## src/rtl/alu_ctrl_stage.sv

```systemverilog
// Decode/issue stage: turns a decoded MIPS instruction into ALU control, operands and overflow-check flag.
// Optional build macro ALU_CTRL_ILLEGAL_DROP_EN: drop illegal instructions and flag them on a sticky illegal_seen.
module alu_ctrl_stage #(
    parameter int unsigned DATA_W = 32,
    parameter int unsigned IMM_W  = 16
) (
    input  logic              clk,
    input  logic              rst_n,
    input  logic              flush,
    input  logic              in_valid,
    output logic              in_ready,
    input  logic [5:0]        opcode,
    input  logic [5:0]        funct,
    input  logic [DATA_W-1:0] rs_val,
    input  logic [DATA_W-1:0] rt_val,
    input  logic [IMM_W-1:0]  imm,
    output logic              out_valid,
    input  logic              out_ready,
    output logic [3:0]        alu_control,
    output logic [DATA_W-1:0] alu_a,
    output logic [DATA_W-1:0] alu_b,
    output logic              ovf_chk,
`ifdef ALU_CTRL_ILLEGAL_DROP_EN
    output logic              illegal_seen,
`endif
    output logic              illegal
);

    localparam int unsigned EXT_W = DATA_W - IMM_W;

    localparam logic [3:0] OP_AND  = 4'b0000;
    localparam logic [3:0] OP_OR   = 4'b0001;
    localparam logic [3:0] OP_ADD  = 4'b0010;
    localparam logic [3:0] OP_SUB  = 4'b0110;
    localparam logic [3:0] OP_SLT  = 4'b0111;
    localparam logic [3:0] OP_XOR  = 4'b1100;
    localparam logic [3:0] OP_PASS = 4'b1111;

    typedef struct packed {
        logic [3:0]        ctrl;
        logic [DATA_W-1:0] a;
        logic [DATA_W-1:0] b;
        logic              ovf;
        logic              ill;
    } entry_t;

    localparam entry_t RST_ENTRY = '{ctrl: OP_PASS, a: '0, b: '0, ovf: 1'b0, ill: 1'b0};

    entry_t            dec;
    entry_t            out_q, out_n, skid_q, skid_n;
    logic              out_v_q, out_v_n, skid_v_q, skid_v_n;
    logic              in_ready_q;
    logic              accept, enq, drain;
    logic [DATA_W-1:0] imm_sx, imm_zx;

    assign imm_sx = {{EXT_W{imm[IMM_W-1]}}, imm};
    assign imm_zx = {{EXT_W{1'b0}}, imm};

    // Instruction decode, purely combinational on the inputs
    always_comb begin
        dec = '{ctrl: OP_PASS, a: rs_val, b: '0, ovf: 1'b0, ill: 1'b0};
        case (opcode)
            6'h00: begin
                dec.b = rt_val;
                case (funct)
                    6'h20: begin dec.ctrl = OP_ADD; dec.ovf = 1'b1; end
                    6'h21: dec.ctrl = OP_ADD;
                    6'h22: begin dec.ctrl = OP_SUB; dec.ovf = 1'b1; end
                    6'h23: dec.ctrl = OP_SUB;
                    6'h24: dec.ctrl = OP_AND;
                    6'h25: dec.ctrl = OP_OR;
                    6'h26: dec.ctrl = OP_XOR;
                    6'h2A: dec.ctrl = OP_SLT;
                    default: begin dec.ill = 1'b1; dec.b = '0; end
                endcase
            end
            6'h08: begin dec.ctrl = OP_ADD; dec.b = imm_sx; dec.ovf = 1'b1; end
            6'h09: begin dec.ctrl = OP_ADD; dec.b = imm_sx; end
            6'h0A: begin dec.ctrl = OP_SLT; dec.b = imm_sx; end
            6'h23,
            6'h2B: begin dec.ctrl = OP_ADD; dec.b = imm_sx; end
            6'h0C: begin dec.ctrl = OP_AND; dec.b = imm_zx; end
            6'h0D: begin dec.ctrl = OP_OR;  dec.b = imm_zx; end
            6'h0E: begin dec.ctrl = OP_XOR; dec.b = imm_zx; end
            6'h04,
            6'h05: begin dec.ctrl = OP_SUB; dec.b = rt_val; end
            6'h0F: begin dec.a = DATA_W'({imm, 16'b0}); end
            default: dec.ill = 1'b1;
        endcase
    end

    assign accept = in_valid && in_ready_q && !flush;
    assign drain  = out_v_q && out_ready;
`ifdef ALU_CTRL_ILLEGAL_DROP_EN
    assign enq = accept && !dec.ill;
`else
    assign enq = accept;
`endif

    // Output register + skid register; the skid only fills when the output is stalled
    always_comb begin
        out_n    = out_q;
        out_v_n  = out_v_q;
        skid_n   = skid_q;
        skid_v_n = skid_v_q;
        if (flush) begin
            out_v_n  = 1'b0;
            skid_v_n = 1'b0;
        end else if (drain) begin
            if (skid_v_q) begin
                out_n = skid_q;
                if (enq) begin
                    skid_n = dec;
                end else begin
                    skid_v_n = 1'b0;
                end
            end else if (enq) begin
                out_n = dec;
            end else begin
                out_v_n = 1'b0;
            end
        end else if (!out_v_q) begin
            if (enq) begin
                out_n   = dec;
                out_v_n = 1'b1;
            end
        end else if (enq) begin
            skid_n   = dec;
            skid_v_n = 1'b1;
        end
    end

    always_ff @(posedge clk or negedge rst_n) begin
        if (!rst_n) begin
            out_q      <= RST_ENTRY;
            out_v_q    <= 1'b0;
            skid_q     <= RST_ENTRY;
            skid_v_q   <= 1'b0;
            in_ready_q <= 1'b1;
        end else begin
            out_q      <= out_n;
            out_v_q    <= out_v_n;
            skid_q     <= skid_n;
            skid_v_q   <= skid_v_n;
            in_ready_q <= !skid_v_n;
        end
    end

`ifdef ALU_CTRL_ILLEGAL_DROP_EN
    logic seen_q;

    // Sticky record of any dropped illegal instruction
    always_ff @(posedge clk or negedge rst_n) begin
        if (!rst_n) begin
            seen_q <= 1'b0;
        end else if (accept && dec.ill) begin
            seen_q <= 1'b1;
        end
    end

    assign illegal_seen = seen_q;
    assign illegal      = 1'b0;
`else
    assign illegal = out_q.ill;
`endif

    assign in_ready    = in_ready_q;
    assign out_valid   = out_v_q;
    assign alu_control = out_q.ctrl;
    assign alu_a       = out_q.a;
    assign alu_b       = out_q.b;
    assign ovf_chk     = out_q.ovf;

endmodule

```

## config.mk

```make
export PLATFORM = sky130hd
export DESIGN_NAME = alu_ctrl_stage
export DESIGN_NICKNAME = d
export VERILOG_FILES = /design/src/rtl/alu_ctrl_stage.sv
export SDC_FILE = /design/constraint.sdc
export NUM_CORES = 1
export LEC_CHECK = 0
export BUFFER_PORTS_ARGS = -buffer_cell sky130_fd_sc_hd__buf_2
export CAP_MARGIN = 20
export CORE_MARGIN = 5
export CORE_UTILIZATION = 27
export DETAILED_ROUTE_END_ITERATION = 12
export MAX_ROUTING_LAYER = met4
export PLACE_DENSITY = 0.5
export RECOVER_POWER = 25
export SYNTH_ARGS = -nofsm -noshare
export SYNTH_HDL_FRONTEND = slang
export SYNTH_SLANG_ARGS = --single-unit
```

## constraint.sdc

```tcl
create_clock -name clk -period 2.5 [get_ports clk]
set_clock_uncertainty 0.15 [all_clocks]
set_input_delay 0.5 -clock clk [delete_from_list [all_inputs] [get_ports clk]]
set_output_delay 0.5 -clock clk [all_outputs]
set_load 0.05 [all_outputs]
```

Word-level counts from Yosys, hierarchy flattened
Index checks and enable logic that the tools add are counted.
- bitwise logic cells: 1
- multiplexer cells: 28
- reduce and logical (&&, ||, !) cells: 19
- equal/unequal tests: 23
- operators by type and width (operator ; number):
    $mux W70 ; 8
    $pmux W32 S4 ; 1
    $mux W32 ; 2
    $eq A6 B6 Y1 const B ; 10
    $eq A6 B4 Y1 const B ; 7
    $pmux W4 S7 ; 1
    $pmux W4 S6 ; 1
    $mux W1 ; 13
    $eq A6 B3 Y1 const B ; 2
    $reduce_or A11 Y1 ; 1
    $reduce_or A2 Y1 ; 4
    $reduce_or A8 Y1 ; 1
    $logic_not A6 Y1 ; 1
    $ne A3 B3 Y1 const B ; 2
    $reduce_or A5 Y1 ; 1
    $pmux W1 S2 ; 2
    $reduce_and A2 Y1 ; 2
    $reduce_or A4 Y1 ; 1
    $logic_and A1 B1 Y1 ; 3
    $reduce_and A3 Y1 ; 1
    $reduce_or A3 Y1 ; 1
    $logic_not A1 Y1 ; 2
    $ne A2 B1 Y1 const B ; 1
    $ne A2 B2 Y1 const B ; 1
    2 further kinds ; 2
- output and inout bits: 72
- logic and storage cells: 84
- register bits after elaboration: 143

Longest topological paths before layout
Gate-level depths: netlist (run 1).
- word-level depth: 7
- mapped depth: 7
- depth with buffers taken out: 5

Least setup slack after synthesis (run 1)
OpenSTA, ideal clock, no wires.
- path kind: register -> register
- start point: reg out_v_q (netlist: out_valid)
- end point: reg out_q, in the netlist alu_b[17]
- cell stages (with the launch flop): 7
- required time: 2.223 ns
- setup slack: 0.399 ns
- arrival: 1.824 ns
- clock period less this slack: 2.101 ns
- cell sequence: dfrtp_1 a22oi_2 or3_4 buf_6 buf_2 a22oi_1 a21oi_1
- longest elaborated chain between the ends: 3
- elaborated cells on any way between the ends: 4
- classes of those cells: eq/ne (1); mux (1); reduce/logical (2)
- ends and longest elaborated chain (element ; line ; RTL):
    from (decl) ; 51 ; logic out_v_q, out_v_n, skid_v_q, skid_v_n;
    from (signal assigned) ; 142 ; out_v_q <= out_v_n;
    $logic_and A1 B1 Y1 ; 93 ; assign drain = out_v_q && out_ready;
    $ne A2 B1 Y1 (no source line) ; - ;
    $reduce_and A2 Y1 (no source line) ; - ;
    to (signal assigned) ; 141 ; out_q <= out_n;
    to (decl) ; 50 ; entry_t out_q, out_n, skid_q, skid_n;
Several ways; a longest one is shown, not always the timed one.
A chain may end at the register's enable or synchronous reset.

Final worst setup path (run 1)
- start point: reg out_v_q (netlist: out_valid)
- end point: reg out_q, in the netlist alu_b[1]
The elaborated chain is that of the path after synthesis.

==> reports/qor.txt, run 1 <==
status = finished clean
Clock H-tree levels = 4
post-CTS sizing = 0
sort of element at the start of the critical path = flip-flop
clock-pin slew of the registers on the worst-case setup and hold paths = 0.07 ns
number of buffers created by CTS = 17
total power density per cell area = 829 mW/mm²
min Tclk post-route = 2.12 ns
depth of the most critical reg-to-reg path = 4
detailed router's first-iteration violation count = 360
share of final-layout standard cells stronger than drive strength 1 = 33.2%
post-synthesis instance total = 668
Most used DFF post-synth = dfrtp_1
Core Util, Final = 35.2%
start-to-end type of the worst setup path = reg -> reg
data arrival time of the critical path = 2.27 ns
count of flip-flops with a built-in enable after synthesis = 0
combined global-route utilization of all metal layers = 16.1%
combinational power share = 19.4%
worst endpoint required time = 2.65 ns
Die Width = 169 µm
Yosys top cell by area = dfrtp_1
Slew Viols, Final = 0
number of filler instances in the final layout = 2,636
Max clock buf depth = 2
Critical Path Stages = 4
leading cell types by total area after synthesis = dfrtp_1, a21oi_1, o21ai_0, a22oi_1, o22ai_1
slew at the pin closest to its max-slew limit = 0.656 ns
share of the cycle needed by the critical path after routing = 84.9%
Final ANT Viol Nets = 0
register cell area after layout = 0.00359 mm²
ratio of routed vias to standard cells = 5.03
buffers inserted by post-CTS timing repair = 0
via count of the routed design = 5,948
DRC viols = 0
chain of cells forming the critical path = nor2b_1 > or3_4 > a222oi_1 > a21oi_1
residual overflow from global routing = 0
number of global-route vias before repair = 6,051
Worst Hold Path Cells = 3
endpoint class of the critical path = flip-flop
post-synthesis area per instance = 10.2 µm²
clock network power share = 39.7%
count of final setup violators = 0
total internal power = 5000 µW
setup repair after global routing missed its margin = false
share of flip-flops with an asynchronous set or reset after synthesis = 100%
router iterations before antenna repair = 6
Seq pwr share = 40.9%
Max IR drop VDD = 384 µV
fraction of power spent switching nets = 31.3%
leakage power summed over all cells = 0.00400 µW
Seq/Total Area, Yosys = 52.8%
Yosys cell types = 54
sum of negative setup slack = 0 ns
final HPWL from detailed placement = 15.5 mm
syn_nets = 765
Die Area = 0.0284 mm²
cell at the slowest stage of the critical path = or3_4
number of rows in the core area = 58
area fraction of the dominant cell type after synthesis = 49.3%
antenna violations before repair = 4
Hold-fix buffers, CTS = 1
CP max FO = 47
clock sink total = 143
starting density of the core = 27.2%
maximum number of pins on one net before global-route repair = 62
number of maximum-capacitance constraint violations = 0
I/O Buffers = 168
wirelength, routed = 22.2 mm
vertical die dimension = 169 µm
Hold Violations, Final = 0
first-pass GRT wire length = 35.0 mm
class of the worst hold path = in -> reg
TritonCTS clock tree = yes
count of buffering cells on the critical path with inverters included = 0
Max-slew headroom = 56.3%
Achievable Freq = 471 MHz
NetSw = 2280 µW
synthesis-to-finish area growth = 29.3%
final weighted congestion of routability-driven global placement = 0.794
area of the core = 0.0250 mm²
CTS root buf = clkbuf_16
clock insertion delay at the later pin of the skew report = 0.43 ns
slowest stage delay, CP = 0.64 ns
cell area after synthesis = 0.00680 mm²
post-synthesis register bit count = 143
combined area of the multi-input logic cells = 0.00290 mm²
average wire per cell in the routed design = 18.8 µm
io pins = 169
Synth warnings = 0
final net count = 933
kind of cell with the highest combined delay on the critical path = simple AND/OR/NAND/NOR gates
[path summary, 6_finish.rpt]
check / start / to / slack, ns
max: out_valid / alu_b[1] / 0.38
min: rs_val[4] / skid_q[38] / 0.17
max reg2reg: out_valid / alu_b[1] / 0.38
min reg2reg: alu_a[5] / alu_a[5] / 0.32
max in group asynchronous: rst_n / alu_a[29] / 0.66
min in group asynchronous: rst_n / alu_a[17] / 0.49
[cells in the mapped netlist, types with 16 or more instances]
library cell	count
dfrtp_1	134
a21oi_1	75
nand2_1	72
o21ai_0	71
a22oi_1	46
o22ai_1	46
nor2_1	32
buf_2	23
a21oi_2	20
a222oi_1	16
clkbuf_1	16
mux2i_1	16
[power groups by stage]
stage | logic [µW] | registers (µW) | clock network [µW]
6_report | 1420 | 2980 | 2890
5_1_grt | 1550 | 3030 | 3060
4_1_cts | 1440 | 2980 | 2970
3_5_place_dp | 1440 | 3020 | 0
3_3_place_gp | 1420 | 3010 | 0
2_1_floorplan | 557 | 3400 | 0
[area by class of cell]
cell class | instances | share of cell area (%)
Sequential cell | 143 | 40.8
Antenna cell | 4 | 0.114
Tap cell | 330 | 4.70
Clock buffer | 18 | 5.00
Multi-Input combinational cell | 464 | 33.0
Timing Repair Buffer | 202 | 13.5
Clock inverter | 14 | 2.60
Inverter | 8 | 0.342
[placed cells by master, fill, tap and decap left out, types with 4 or more instances in the layout]
cell type	n
buf_2	167
dfrtp_1	134
a21oi_1	75
nand2_1	72
o21ai_0	72
o22ai_1	46
a22oi_1	46
nor2_1	32
buf_4	23
a21oi_2	20
clkbuf_16	17
mux2i_1	16
a222oi_1	16
o21a_1	9
dfstp_2	9
a22o_1	8
inv_1	7
buf_12	7
nor2b_1	5
bufinv_16	5
diode_2	4
[state kept, by name, indices dropped and copies added, names as in the netlist]
signal	cells
skid_q	70
skid_v_q	1
out_valid	1
alu_b	32
in_ready	1
alu_a	32
alu_control	4
ovf_chk	1
illegal	1
[cells by family (layout without fill, tap and decap cells)]
logic type             after synthesis  count (layout)  share of synthesized area [%]
other                                0               4                              0
AND/OR/NAND/NOR                    134             134                           9.61
flip-flops                         143             143                           52.8
multiplexers                        18              18                           2.72
buffers and inverters               61             242                           4.84
AO/OA/AOI/OAI                      312             312                           30.0
[metrics by stage]
step	setup slack (ns)	hold WS (ns)	total power (µW)	instance area, µm²	std cells
5_1_grt	0.252	0.158	7640	8790	1183
6_report	0.378	0.170	7280	8790	1183
2_1_floorplan	0.399	0.0544	3960	6800	668
4_1_cts	0.390	0.153	7390	8800	1179
3_5_place_dp	0.240	0.318	4450	8120	1146
3_3_place_gp	0.261	0.311	4430	8120	1146
[per-layer routing]
metal | vias to the layer above | track usage, % | share of wire [%]
met5 | - | - | 0
met4 | 0 | 5.19 | 1.5
met3 | 19 | 3.48 | 5.1
met2 | 179 | 24.6 | 47
met1 | 2910 | 21.3 | 47
li1 | 2840 | - | -
[tightest hold or removal path: cells and delay by family]
family	cells	cell delay, ns
AOI/OAI and AO/OA	1	0.06
buffers and inverters	1	0.11
and+or+nand+nor	1	0.04
Note: power is estimated with default switching activity, not from simulation.
==> run 2, diff against run 1 <==
--- a/config.mk
+++ b/config.mk
@@ -11,7 +11,7 @@
 export CORE_UTILIZATION = 27
 export DETAILED_ROUTE_END_ITERATION = 12
 export MAX_ROUTING_LAYER = met4
-export PLACE_DENSITY = 0.5
+export PLACE_DENSITY = 0.52
 export RECOVER_POWER = 25
 export SYNTH_ARGS = -nofsm -noshare
 export SYNTH_HDL_FRONTEND = slang
==> constraint.sdc (replaced) <==
create_clock -name clk -period 1.9 [get_ports clk]
set_clock_uncertainty 0.15 [all_clocks]
set_input_delay 0.38 -clock clk [delete_from_list [all_inputs] [get_ports clk]]
set_output_delay 0.38 -clock clk [all_outputs]
set_load 0.05 [all_outputs]
==> run 2 against run 1 <==
Effect of this change:
- the run now ends with negative setup slack left
- register-to-register slack got worse by 0.40 ns
- global-route usage about the same
- routed wire length grew 5.0%
- maximum frequency rose by 10%
- largest power group unchanged
- final cell count rose by 3.1%
- via count rose by 4.2%
- count of clock-buffer cells in the layout is the same
- core utilization up 2.5 points
==> reports/qor.txt, run 2 (synthesis gave the netlist of run 1 again) <==
status = finished, violations left (was finished clean)
failing checks = negative setup slack
Max clock buf depth = 2 (unchanged)
clock insertion delay at the later pin of the skew report = 0.42 ns (was 0.43 ns)
Die Area = 0.0284 mm² (unchanged)
total power density per cell area = 1010 mW/mm² (was 829 mW/mm²)
Max IR drop VDD = 546 µV (was 384 µV)
Slew Viols, Final = 0 (unchanged)
leakage power summed over all cells = 0.00426 µW (was 0.00400 µW)
cell area after layout = 0.00941 mm² (was 0.00879 mm²)
number of global-route vias before repair = 6,005 (was 6,051)
final HPWL from detailed placement = 15.9 mm (was 15.5 mm)
highest-count cells in the layout ignoring fill and taps = buf_2, dfrtp_1, nand2_1 (was buf_2, dfrtp_1, a21oi_1)
Die Width = 169 µm (unchanged)
number of rows in the core area = 58 (unchanged)
router iterations before antenna repair = 6 (unchanged)
ratio of routed vias to standard cells = 5.08 (was 5.03)
Hold Violations, Final = 0 (unchanged)
Achievable Freq = 519 MHz (was 471 MHz)
Biggest register = skid_q (unchanged)
slew at the pin closest to its max-slew limit = 0.857 ns (was 0.656 ns)
worst endpoint required time = 2.05 ns (was 2.65 ns)
share of the cycle needed by the critical path after routing = 101% (was 84.9%)
leading cell type in the layout, fill and taps excluded = buf_2 (unchanged)
PnR worst setup slack = -0.0266 ns (was 0.378 ns)
CP max FO = 12 (was 47)
residual overflow from global routing = 0 (unchanged)
DRC viols = 0 (unchanged)
combined global-route utilization of all metal layers = 16.1% (about the same)
data arrival time of the critical path = 2.08 ns (was 2.27 ns)
I/O Buffers = 168 (unchanged)
area of the core = 0.0250 mm² (unchanged)
vertical die dimension = 169 µm (unchanged)
clock-pin slew of the registers on the worst-case setup and hold paths = 0.07 ns (about the same)
number of flip-flops under the largest register name = 70 (unchanged)
average wire per cell in the routed design = 19.1 µm (was 18.8 µm)
setup repair after global routing missed its margin = true (was false)
number of diodes added for antenna fixing = 0 (was 4)
first-pass GRT wire length = 34.9 mm (was 35.0 mm)
starting density of the core = 27.2% (unchanged)
min Tclk post-route = 1.93 ns (was 2.12 ns)
start-to-end type of the worst setup path = reg -> reg (unchanged)
endpoint class of the critical path = flip-flop (unchanged)
Clock H-tree levels = 4 (unchanged)
antenna violations before repair = 0 (was 4)
number of buffers created by CTS = 17 (unchanged)
final weighted congestion of routability-driven global placement = 0.822 (was 0.794)
sort of element at the start of the critical path = flip-flop (unchanged)
number of maximum-capacitance constraint violations = 0 (unchanged)
maximum number of pins on one net before global-route repair = 87 (was 62)
Max-slew headroom = 42.9% (was 56.3%)
TritonCTS clock tree = yes (unchanged)
detailed router's first-iteration violation count = 676 (was 360)
count of final setup violators = 3 (was 0)
wirelength, routed = 23.3 mm (was 22.2 mm)
class of the worst hold path = in -> reg (unchanged)
post-layout total power = 9540 µW (was 7280 µW)
io pins = 169 (unchanged)
final net count = 974 (was 933)
share of final-layout standard cells stronger than drive strength 1 = 40.8% (was 33.2%)
Final ANT Viol Nets = 0 (unchanged)
clock sink total = 143 (unchanged)
synthesis-to-finish area growth = 38.4% (was 29.3%)
via count of the routed design = 6,200 (was 5,948)
placed cell areas = 0.00845 mm² (was 0.00812 mm²)
CTS root buf = clkbuf_16 (unchanged)
## run 2: changes by cell type in the layout (fill, tap and decap cells not counted), moves of 11 or more
cell,change
a22oi_2,+14
o22ai_2,+11
o22ai_1,-12
a22oi_1,-14
o21ai_1,+24
o21ai_0,-24
buf_4,+21
## run 2: report_power, final
| group | total [µW] | internal [µW] | switching, µW |
|---|---|---|---|
| registers | 3940 | 3600 | 344 |
| logic | 2080 | 723 | 1350 |
| clock network | 3530 | 2130 | 1400 |
| total | 9540 | 6450 | 3100 |
## run 2: layer usage
layer | routed length, µm | track usage [%] | part of all wire, % | vias up
met4 | 252 | 3.74 | 1.1 | 0
met2 | 10700 | 23.8 | 46 | 225
met5 | 0 | - | 0 | -
met3 | 1200 | 3.18 | 5.2 | 13
met1 | 11100 | 22.8 | 48 | 3031
li1 | - | - | - | 2931
## run 2: layout make-up
class / count / area (µm²)
clock buffer: 18 / 439
timing repair buffer: 241 / 1640
multi-input combinational: 466 / 3120
fill: 2553 / 15600
sequential: 143 / 3590
clock inverter: 14 / 179
tap: 330 / 413
inverter: 8 / 30.0
## run 2: repair_timing
| item | CTS | global route |
|---|---|---|
| hold buffers | 1 | 0 |
| gates cloned | 0 | 5 |
| setup endpoints to repair | 51 | 76 |
| resized for setup | 3 | 39 |
| setup buffers | 2 | 10 |
| pin swaps | 2 | 7 |
| endpoints found under the hold margin | 134 | 0 |
## run 2: worst max-delay path, cell delays in order, from the launching register on
cell and delay (ns):
dfrtp_2 0.43, nor2b_4 0.15, buf_6 0.12, or3_4 0.51, a222oi_1 0.32, a21oi_1 0.12
## run 2: stage by stage
step,setup WS (ns),hold WS [ns],TNS [ns],std cells,util (%)
2_1_floorplan,-0.110,-0.0656,-3.41,668,-
3_3_place_gp,-0.0676,0.0188,-2.55,1171,33.9
3_5_place_dp,-0.130,0.0200,-3.66,1171,33.9
4_1_cts,-0.0116,0.0372,-0.0410,1206,36.5
5_1_grt,-0.0676,0.0373,-0.896,1220,37.7
6_report,-0.0266,0.0659,-0.0400,1220,37.7
## run 2: final timing paths
| path | start | to | slack (ns) | cells after the start |
|---|---|---|---|---|
| setup reg to reg | out_valid | alu_b[1] | -0.03 | 5 |
| hold reg to reg | skid_q[67] | skid_q[67] | 0.32 | 2 |
| min in group asynchronous | rst_n | alu_b[28] | 0.16 | 2 |
| max in group asynchronous | rst_n | alu_a[9] | 0.35 | 3 |
| setup / recovery | out_valid | alu_b[1] | -0.03 | 5 |
| hold / removal | rs_val[4] | skid_q[38] | 0.07 | 3 |
==> run 3, diff against run 2 <==
--- a/config.mk
+++ b/config.mk
@@ -7,12 +7,12 @@
 export LEC_CHECK = 0
 export BUFFER_PORTS_ARGS = -buffer_cell sky130_fd_sc_hd__buf_2
 export CAP_MARGIN = 20
-export CORE_MARGIN = 5
 export CORE_UTILIZATION = 27
 export DETAILED_ROUTE_END_ITERATION = 12
 export MAX_ROUTING_LAYER = met4
 export PLACE_DENSITY = 0.52
 export RECOVER_POWER = 25
+export SKIP_CTS_REPAIR_TIMING = 1
 export SYNTH_ARGS = -nofsm -noshare
 export SYNTH_HDL_FRONTEND = slang
 export SYNTH_SLANG_ARGS = --single-unit
==> constraint.sdc (replaced) <==
create_clock -name clk -period 1.9 [get_ports clk]
set_clock_uncertainty 0.15 [all_clocks]
set_input_delay 0.38 -clock clk [delete_from_list [all_inputs] [get_ports clk]]
set_output_delay 0.38 -clock clk [all_outputs]
set_load 0.01 [all_outputs]
==> run 3 against run 2 <==
Effect of this change:
- the run now ends clean
- cell area fell by 3.9%
- via count decreased by 3.2%
- routed wire length fell by 7.4%
- non-clock buffer count decreased by 15
- sequential cell count did not move
- worst setup slack better by 0.043 ns
- hold slack worse by 0.018 ns
- register-to-register slack gained 0.04 ns
- sequential power about the same
- sequential share of layout area rose by 1.5 points
- core utilization is 0.85 points lower
- critical endpoint is now alu_b[14]
- largest power group unchanged
==> reports/qor.txt, run 3 (synthesis gave the netlist of run 1 again) <==
status = finished clean (was finished, violations left)
residual overflow from global routing = 0 (unchanged)
clock-pin slew of the registers on the worst-case setup and hold paths = 0.06 ns (was 0.07 ns)
min Tclk post-route = 1.88 ns (was 1.93 ns)
Slew Viols, Final = 0 (unchanged)
Clock H-tree levels = 4 (unchanged)
final HPWL from detailed placement = 15.1 mm (was 15.9 mm)
synthesis-to-finish area growth = 33.0% (was 38.4%)
launch point of the critical path = in_ready (was out_valid)
io pins = 169 (unchanged)
router iterations before antenna repair = 5 (was 6)
number of maximum-capacitance constraint violations = 0 (unchanged)
data arrival time of the critical path = 2.03 ns (was 2.08 ns)
number of global-route vias before repair = 5,962 (was 6,005)
post-layout total power = 8750 µW (was 9540 µW)
Worst Hold Path Cells = 2 (was 3)
setup repair after global routing missed its margin = true (unchanged)
Max-slew headroom = 52.9% (was 42.9%)
I/O Buffers = 168 (unchanged)
slowest stage delay, CP = 0.54 ns (was 0.51 ns)
endpoint class of the critical path = flip-flop (unchanged)
vertical die dimension = 161 µm (was 169 µm)
number of flip-flops under the largest register name = 70 (unchanged)
worst endpoint required time = 2.05 ns (about the same)
detailed router's first-iteration violation count = 466 (was 676)
area of the core = 0.0245 mm² (was 0.0250 mm²)
share of the cycle needed by the critical path after routing = 99.1% (was 101%)
antenna violations before repair = 4 (was 0)
average wire per cell in the routed design = 18.0 µm (was 19.1 µm)
Hold Violations, Final = 0 (unchanged)
clock insertion delay at the later pin of the skew report = 0.42 ns (about the same)
start-to-end type of the worst setup path = reg -> reg (unchanged)
leakage power summed over all cells = 0.00412 µW (was 0.00426 µW)
chain of cells forming the critical path = a22oi_2 > or3_4 > buf_12 > a222oi_1 > a21oi_1 (was nor2b_4 > buf_6 > or3_4 > a222oi_1 > a21oi_1)
number of filler instances in the final layout = 2,528 (was 2,553)
Critical Path Stages = 5 (unchanged)
starting density of the core = 27.7% (was 27.2%)
r2r startpoint = in_ready (was out_valid)
count of final setup violators = 0 (was 3)
share of final-layout standard cells stronger than drive strength 1 = 36.1% (was 40.8%)
TritonCTS clock tree = yes (unchanged)
final net count = 957 (was 974)
maximum number of pins on one net before global-route repair = 36 (was 87)
number of buffers created by CTS = 17 (unchanged)
count of buffering cells on the critical path with inverters included = 1 (unchanged)
Die Area = 0.0258 mm² (was 0.0284 mm²)
DRC viols = 0 (unchanged)
CP max FO = 15 (was 12)
kind of cell with the highest combined delay on the critical path = flip-flops (was simple AND/OR/NAND/NOR gates)
first-pass GRT wire length = 34.0 mm (was 34.9 mm)
Max clock buf depth = 2 (unchanged)
Max IR drop VDD = 434 µV (was 546 µV)
combined global-route utilization of all metal layers = 17.8% (was 16.1%)
CTS root buf = clkbuf_16 (unchanged)
clock sink total = 143 (unchanged)
via count of the routed design = 5,999 (was 6,200)
sort of element at the start of the critical path = flip-flop (unchanged)
slew at the pin closest to its max-slew limit = 0.707 ns (was 0.857 ns)
depth of the most critical reg-to-reg path = 5 (unchanged)
CP Capture Point = alu_b[14] (was alu_b[1])
leading cell type in the layout, fill and taps excluded = buf_2 (unchanged)
Biggest register = skid_q (unchanged)
smallest hold slack = 0.0478 ns (was 0.0659 ns)
cell at the slowest stage of the critical path = dfstp_2 (was or3_4)
number of rows in the core area = 57 (was 58)
class of the worst hold path = in -> reg (unchanged)
total power density per cell area = 968 mW/mm² (was 1010 mW/mm²)
wirelength, routed = 21.6 mm (was 23.3 mm)
highest-count cells in the layout ignoring fill and taps = buf_2, dfrtp_1, a21oi_1 (was buf_2, dfrtp_1, nand2_1)
final weighted congestion of routability-driven global placement = 0.812 (was 0.822)
worst-case register-to-register setup slack = 0.02 ns (was -0.03 ns)
Die Width = 161 µm (was 169 µm)
ratio of routed vias to standard cells = 4.99 (was 5.08)
Final ANT Viol Nets = 0 (unchanged)
Achievable Freq = 531 MHz (was 519 MHz)
Worst R2R End = alu_b[14] (was alu_b[1])
-- run 3: cell count changes in the layout (fill, tap and decap cells not counted), moves of 10 or more --
cell | previous run | this run
a22oi_1 | 32 | 42
o21ai_1 | 26 | 3
o22ai_2 | 11 | 0
o21ai_0 | 48 | 71
buf_6 | 11 | 0
o22ai_1 | 34 | 46
a22oi_2 | 15 | 5
-- run 3: area by class of cell --
| type | count | area (µm²) | share of cell area (%) |
|---|---|---|---|
| inverter | 8 | 30.0 | 0.332 |
| timing repair buffer | 226 | 1480 | 16.4 |
| tap | 324 | 405 | 4.49 |
| sequential | 143 | 3590 | 39.7 |
| antenna | 5 | 12.5 | 0.138 |
| clock inverter | 14 | 155 | 1.72 |
| clock buffer | 18 | 439 | 4.86 |
| multi-input combinational | 464 | 2920 | 32.3 |
-- run 3: power by group --
group / switching (µW) / internal (µW)
registers: 323 / 3600
clock network: 1410 / 1990
logic: 784 / 652
total: 2510 / 6230
-- run 3: worst min-delay path by stage --
stage                          from         end  slack, ns
after floorplan               rst_n    alu_a[0]      -0.07
final                     rs_val[9]  skid_q[43]       0.05
after CTS                     rst_n   alu_b[14]      -0.33
after global routing      rs_val[9]  skid_q[43]       0.03
after global placement        rst_n   alu_b[14]       0.13
after detailed placement      rst_n   alu_b[14]       0.13
-- run 3: through the flow --
step	setup WS, ns	instances	util (%)	cell area, µm²	TNS, ns
after detailed placement	-0.0641	1159	34.2	8380	-1.50
after floorplan	0.0632	668	-	6800	0
after global routing	-0.0751	1201	36.8	9040	-0.479
after CTS	0.0148	1191	36.6	8980	0
after global placement	-0.0669	1159	34.2	8380	-2.06
final	0.0165	1202	36.8	9040	0
-- run 3: per-layer routing --
layer | part of all wire (%) | up-vias | track usage (%) | wire length [µm]
met5 | 0 | - | - | 0
met3 | 6.5 | 13 | 5.09 | 1410
met4 | 0.68 | 0 | 4.20 | 146
met1 | 47 | 2895 | 24.0 | 10100
li1 | - | 2897 | - | -
met2 | 46 | 194 | 26.2 | 9980
